File: config.mk
export PLATFORM = sky130hd
export DESIGN_NAME = encoder_tx_fsm_flat
export DESIGN_NICKNAME = d
export VERILOG_FILES = /design/src/rtl/encoder_tx_fsm_if.sv /design/src/rtl/encoder_tx_fsm.sv /design/src/flat_wrapper.sv
export SDC_FILE = /design/constraint.sdc
export NUM_CORES = 1
export LEC_CHECK = 0
export ABC_AREA = 1
export BUFFER_PORTS_ARGS = -buffer_cell sky130_fd_sc_hd__buf_2
export CORE_UTILIZATION = 35
export CTS_CLUSTER_DIAMETER = 50
export DETAILED_ROUTE_END_ITERATION = 10
export PLACE_DENSITY_LB_ADDON = 0.08
export RECOVER_POWER = 100
export SLEW_MARGIN = 20
export SYNTH_ARGS = -nofsm -noshare
export SYNTH_HDL_FRONTEND = slang
export SYNTH_SLANG_ARGS = --single-unit
export TNS_END_PERCENT = 100
File: constraint.sdc
create_clock -name i_clock -period 3.9 [get_ports i_clock]
set_input_delay 0 -clock i_clock [delete_from_list [all_inputs] [get_ports i_clock]]
set_output_delay 0 -clock i_clock [all_outputs]
set_load 0.02 [all_outputs]
File: src/rtl/encoder_tx_fsm_if.sv
// encoder_tx_fsm_if: block stream bus between the upstream 64b/66b encoder (master) and encoder_tx_fsm (slave)
interface encoder_tx_fsm_if #(
  parameter int LEN_CODED_BLOCK = 66,
  parameter int LEN_ERR_CNT = 16
);
  logic                       i_enable;
  logic [3:0]                 i_t_type;
  logic [LEN_CODED_BLOCK-1:0] i_tx_coded;
  logic [LEN_CODED_BLOCK-1:0] o_tx_coded;
  logic                       o_valid;
  logic [2:0]                 o_state;
  logic [LEN_ERR_CNT-1:0]     o_err_count;
  modport master (
    output i_enable, i_t_type, i_tx_coded,
    input  o_tx_coded, o_valid, o_state, o_err_count
  );
  modport slave (
    input  i_enable, i_t_type, i_tx_coded,
    output o_tx_coded, o_valid, o_state, o_err_count
  );
endinterface

File: src/rtl/encoder_tx_fsm.sv
// encoder_tx_fsm: 10GBASE-R transmit state machine; i_clock/i_reset (sync, active-high) plus slave bus carrying enable, block type and 66b block in, registered block/valid/state/error count out
module encoder_tx_fsm #(
  parameter int LEN_CODED_BLOCK = 66,
  parameter int LEN_ERR_CNT = 16
) (
  input  logic               i_clock,
  input  logic               i_reset,
  encoder_tx_fsm_if.slave    bus
);
  typedef enum logic [2:0] {
    TX_INIT = 3'd0,
    TX_C    = 3'd1,
    TX_D    = 3'd2,
    TX_T    = 3'd3,
    TX_E    = 3'd4
  } state_e;
  localparam logic [LEN_CODED_BLOCK-1:0] EBLOCK_T = LEN_CODED_BLOCK'(66'h2_1E3C_78F1_E3C7_8F1E);
  localparam logic [LEN_CODED_BLOCK-1:0] LBLOCK_T = LEN_CODED_BLOCK'({2'b10, 8'h4B, 24'h000001, 4'h0, 28'h0});
  state_e                     state_q, state_d;
  logic [LEN_CODED_BLOCK-1:0] tx_q;
  logic                       valid_q;
  logic [LEN_ERR_CNT-1:0]     err_q;
  logic                       is_d, is_s, is_c, is_t;
  assign is_d = bus.i_t_type == 4'b1000;
  assign is_s = bus.i_t_type == 4'b0100;
  assign is_c = bus.i_t_type == 4'b0010;
  assign is_t = bus.i_t_type == 4'b0001;
  always_comb begin
    state_d = TX_E;
    case (state_q)
      TX_D:    state_d = is_d ? TX_D : is_t ? TX_T : TX_E;
      TX_E:    state_d = is_d ? TX_D : is_c ? TX_C : is_t ? TX_T : TX_E;
      default: state_d = is_c ? TX_C : is_s ? TX_D : TX_E;
    endcase
  end
  always_ff @(posedge i_clock) begin
    if (i_reset) begin
      state_q <= TX_INIT;
      tx_q    <= LBLOCK_T;
      valid_q <= 1'b0;
      err_q   <= '0;
    end else begin
      valid_q <= bus.i_enable;
      if (bus.i_enable) begin
        state_q <= state_d;
        tx_q    <= (state_d == TX_E) ? EBLOCK_T : bus.i_tx_coded;
        if (state_d == TX_E && err_q != '1) err_q <= err_q + 1'b1;
      end
    end
  end
  assign bus.o_state     = state_q;
  assign bus.o_tx_coded  = tx_q;
  assign bus.o_valid     = valid_q;
  assign bus.o_err_count = err_q;
endmodule
File: src/flat_wrapper.sv
// flat-port wrapper written by rule: the top's interface ports become plain ports
module encoder_tx_fsm_flat 
#(
  parameter int LEN_CODED_BLOCK = 66,
  parameter int LEN_ERR_CNT = 16
)
  (i_clock, i_reset, bus_i_enable, bus_i_t_type, bus_i_tx_coded, bus_o_tx_coded, bus_o_valid, bus_o_state, bus_o_err_count);
  encoder_tx_fsm_if #(.LEN_CODED_BLOCK(LEN_CODED_BLOCK), .LEN_ERR_CNT(LEN_ERR_CNT)) bus_i ();
  input  logic i_clock;
  input  logic i_reset;
  input wire logic [$bits(bus_i.i_enable)-1:0] bus_i_enable;
  input wire logic [$bits(bus_i.i_t_type)-1:0] bus_i_t_type;
  input wire logic [$bits(bus_i.i_tx_coded)-1:0] bus_i_tx_coded;
  output wire logic [$bits(bus_i.o_tx_coded)-1:0] bus_o_tx_coded;
  output wire logic [$bits(bus_i.o_valid)-1:0] bus_o_valid;
  output wire logic [$bits(bus_i.o_state)-1:0] bus_o_state;
  output wire logic [$bits(bus_i.o_err_count)-1:0] bus_o_err_count;
  assign bus_i.i_enable = bus_i_enable;
  assign bus_i.i_t_type = bus_i_t_type;
  assign bus_i.i_tx_coded = bus_i_tx_coded;
  assign bus_o_tx_coded = bus_i.o_tx_coded;
  assign bus_o_valid = bus_i.o_valid;
  assign bus_o_state = bus_i.o_state;
  assign bus_o_err_count = bus_i.o_err_count;
  encoder_tx_fsm #(.LEN_CODED_BLOCK(LEN_CODED_BLOCK), .LEN_ERR_CNT(LEN_ERR_CNT)) u_core (.i_clock(i_clock), .i_reset(i_reset), .bus(bus_i));
endmodule
==> flow_metrics.env <==
export IMPL_cts_made_buffers=9
export IMPL_drc=0
export IMPL_synth_seq_cells=86
export IMPL_criticalPathCategory="primary input to flop"
export IMPL_wl_per_cell_um=12.75
export IMPL_cts_max_path_buffers=2
export IMPL_layout_common_cells="nand2_1 (92), clkbuf_1 (90), nor2_1 (86), dfxtp_1 (86), buf_2 (71)"
export IMPL_dieArea_sq_um=11630
export IMPL_fin_worst_skew_ps=5.111
export IMPL_drive_above_1_share_pct=14.23
export IMPL_area_growth_pct=38.97
export IMPL_synth_top_area_share_pct=43.92
export IMPL_cts_sink_count=86
export IMPL_nNetsFinal=801
export IMPL_max_slew_margin_pct=-41.63
export IMPL_fill_cells=1115
export IMPL_initial_core_util_pct=36.00
export IMPL_grt_pass1_vias=3869
export IMPL_synth_cell_types=26
export IMPL_hpwl_um=6958
export IMPL_hold_path_class="primary input to flop"
export IMPL_outcome="finished with violations"
export IMPL_htreeDepth=3
export IMPL_path_cells="clkbuf_1, nand3_1, o21ai_0, nor2_1"
export IMPL_hold_viol=0
export IMPL_start_kind="primary input"
export IMPL_core_area_sq_um=10890
export IMPL_timing_final_crit_share_pct=70.13
export IMPL_max_freq_mhz=365.6
export IMPL_portBuffers=158
export IMPL_rsz0062_at_grt="no"
export IMPL_clk_pin_slew_worst_paths_ps=80
export IMPL_drtIter0Drc=208
export IMPL_grt_max_degree=82
export IMPL_yosys_warnings=0
export IMPL_synth_area_sq_um=3920
export IMPL_final_common_cell="nand2_1"
export IMPL_reg2regPathDepth=8
export IMPL_die_w_um=107.8
export IMPL_worstPathArrival_ps=2970
export IMPL_min_path_cells=5
export IMPL_track_usage_pct=19.29
export IMPL_insertion_delay_ps=350
export IMPL_via_per_inst=4.728
export IMPL_antenna_left=0
export IMPL_drv_cap=1
export IMPL_antenna_found_initial=0
export IMPL_setup_viol_count_final=0
export IMPL_setup_tns_ps=0
export IMPL_post_cts_buffers=0
export IMPL_final_core_util_pct=50.03
export IMPL_crit_fanout=46
export IMPL_cts_tree="built"
export IMPL_vias=4118
export IMPL_ir_drop_mv=0.1758
export IMPL_row_count=38
export IMPL_drt_wl_total_um=11100
export IMPL_cts_root_buf="clkbuf_8"
export IMPL_first_pass_iters=4
export IMPL_grt_pass1_wl_um=17670
export IMPL_finalWeightedCongestion=0.7688
export IMPL_slew_violations=47
export IMPL_synthCells=524
export IMPL_die_h_um=107.8
export IMPL_power_density_nw_per_um2=353.8
export IMPL_gr_total_overflow=0
export IMPL_p_leak_uw=0.002294
export IMPL_end_kind="flop"
export IMPL_crit_slowest_cell="clkbuf_1"
export IMPL_failed_checks="capacitance limit, slew limit"
export IMPL_synth_fp_nets=598
export IMPL_postSynthAreaPerCell_sq_um=7.481
export IMPL_yosysSeqAreaShare_pct=43.92
export IMPL_crit_required_ps=4140
export IMPL_synthTopCellsByArea="dfxtp_1 (44%), nand2_1 (8.8%), nor2_1 (8.2%), o31ai_1 (5.9%), a21oi_1 (5.4%)"
export IMPL_antenna_diode_count=0
export IMPL_ios=159
export IMPL_tightest_slew_ps=2124
export IMPL_fin_crit_ps=2735
export IMPL_cp_slowest_stage_delay_ps=1480
export IMPL_synth_top_area_cell="dfxtp_1"
==> layout make-up <==
type	count	area (sq um)	share of cell area (%)
Clock buffer	14	162.7	2.986
Multi-Input combinational cell	353	1829	33.58
Tap cell	140	175.2	3.215
Sequential cell	86	1722	31.60
Inverter	49	183.9	3.376
Timing Repair Buffer	228	1370	25.15
Clock inverter	1	5.005	0.09187
==> metal layers <==
metal	share of wire, %	global-route usage, %	vias up
met2	46	32.55	111
li1	-	-	2122
met3	6.2	5.387	13
met5	0	0	-
met1	46	23.43	1872
met4	1.4	6.556	0
==> synth_stat cells, drive strengths merged <==
cell / instances
nand2: 94
dfxtp: 86
o21ai: 12
clkbuf: 17
nand4: 20
a21oi: 52
nor2: 90
ha: 1
a41oi: 1
xnor2: 2
buf: 19
nand3: 17
inv: 49
xor2: 5
o31ai: 31
nand3b: 28
==> kinds of logic after synthesis <==
logic type | after synthesis | share of synthesized area, %
buf+inv | 85 | 8.618
xor+xnor | 7 | 1.564
compound gates | 96 | 15.29
flops | 86 | 43.92
fa+ha+maj | 1 | 0.3191
simple gates | 249 | 30.29
==> final timing paths <==
check / from / end / slack (ps)
setup / recovery: bus_i_enable / u_core.bus.o_err_count[12] / 1170
hold / removal: bus_i_t_type[1] / u_core.bus.o_state[0] / 90
setup reg to reg: u_core.bus.o_state[0] / u_core.bus.o_err_count[12] / 1200
hold reg to reg: u_core.bus.o_tx_coded[21] / u_core.bus.o_tx_coded[21] / 470
==> critical path: cells and delay by family <==
| kind | cells | cell delay, ps |
|---|---|---|
| buffers and inverters | 1 | 1480 |
| AND/OR/NAND/NOR | 2 | 1080 |
| AO/OA/AOI/OAI | 1 | 380 |
==> metrics by stage <==
stage / setup WS [ps] / total power [uW] / instances / cell area [sq um] / hold slack [ps]
floorplan: 2149 / 1225 / 524 / 3920 / 119.4
global placement: 1719 / 1347 / 790 / 4762 / 206.1
global route: 848.6 / 2041 / 871 / 5448 / 108.0
finish: 1165 / 1927 / 871 / 5448 / 90.94
detailed placement: 1641 / 1351 / 790 / 4762 / 211.7
CTS: 1619 / 1971 / 871 / 5590 / 78.70
==> power by group <==
| group | switching (uW) | leakage, uW | total, uW | internal (uW) |
|---|---|---|---|---|
| Sequential | 30.4 | 0.000707 | 961 | 931 |
| Combinational | 249 | 0.00150 | 405 | 156 |
| Clock | 298 | 0.0000865 | 561 | 263 |
| Total | 577 | 0.00229 | 1930 | 1350 |
==> registers in the layout, indices dropped and copies added (netlist names) <==
register / flops
u_core.bus.o_err_count: 16
u_core.bus.o_state: 3
u_core.bus.o_tx_coded: 66
u_core.bus.o_valid: 1
==> timing repair <==
action,CTS,global route
endpoints found under the hold margin,66,0
hold buffers,66,0
gates resized for setup,0,0
setup endpoints to repair,0,0
Power figures use the tool's default switching activity.
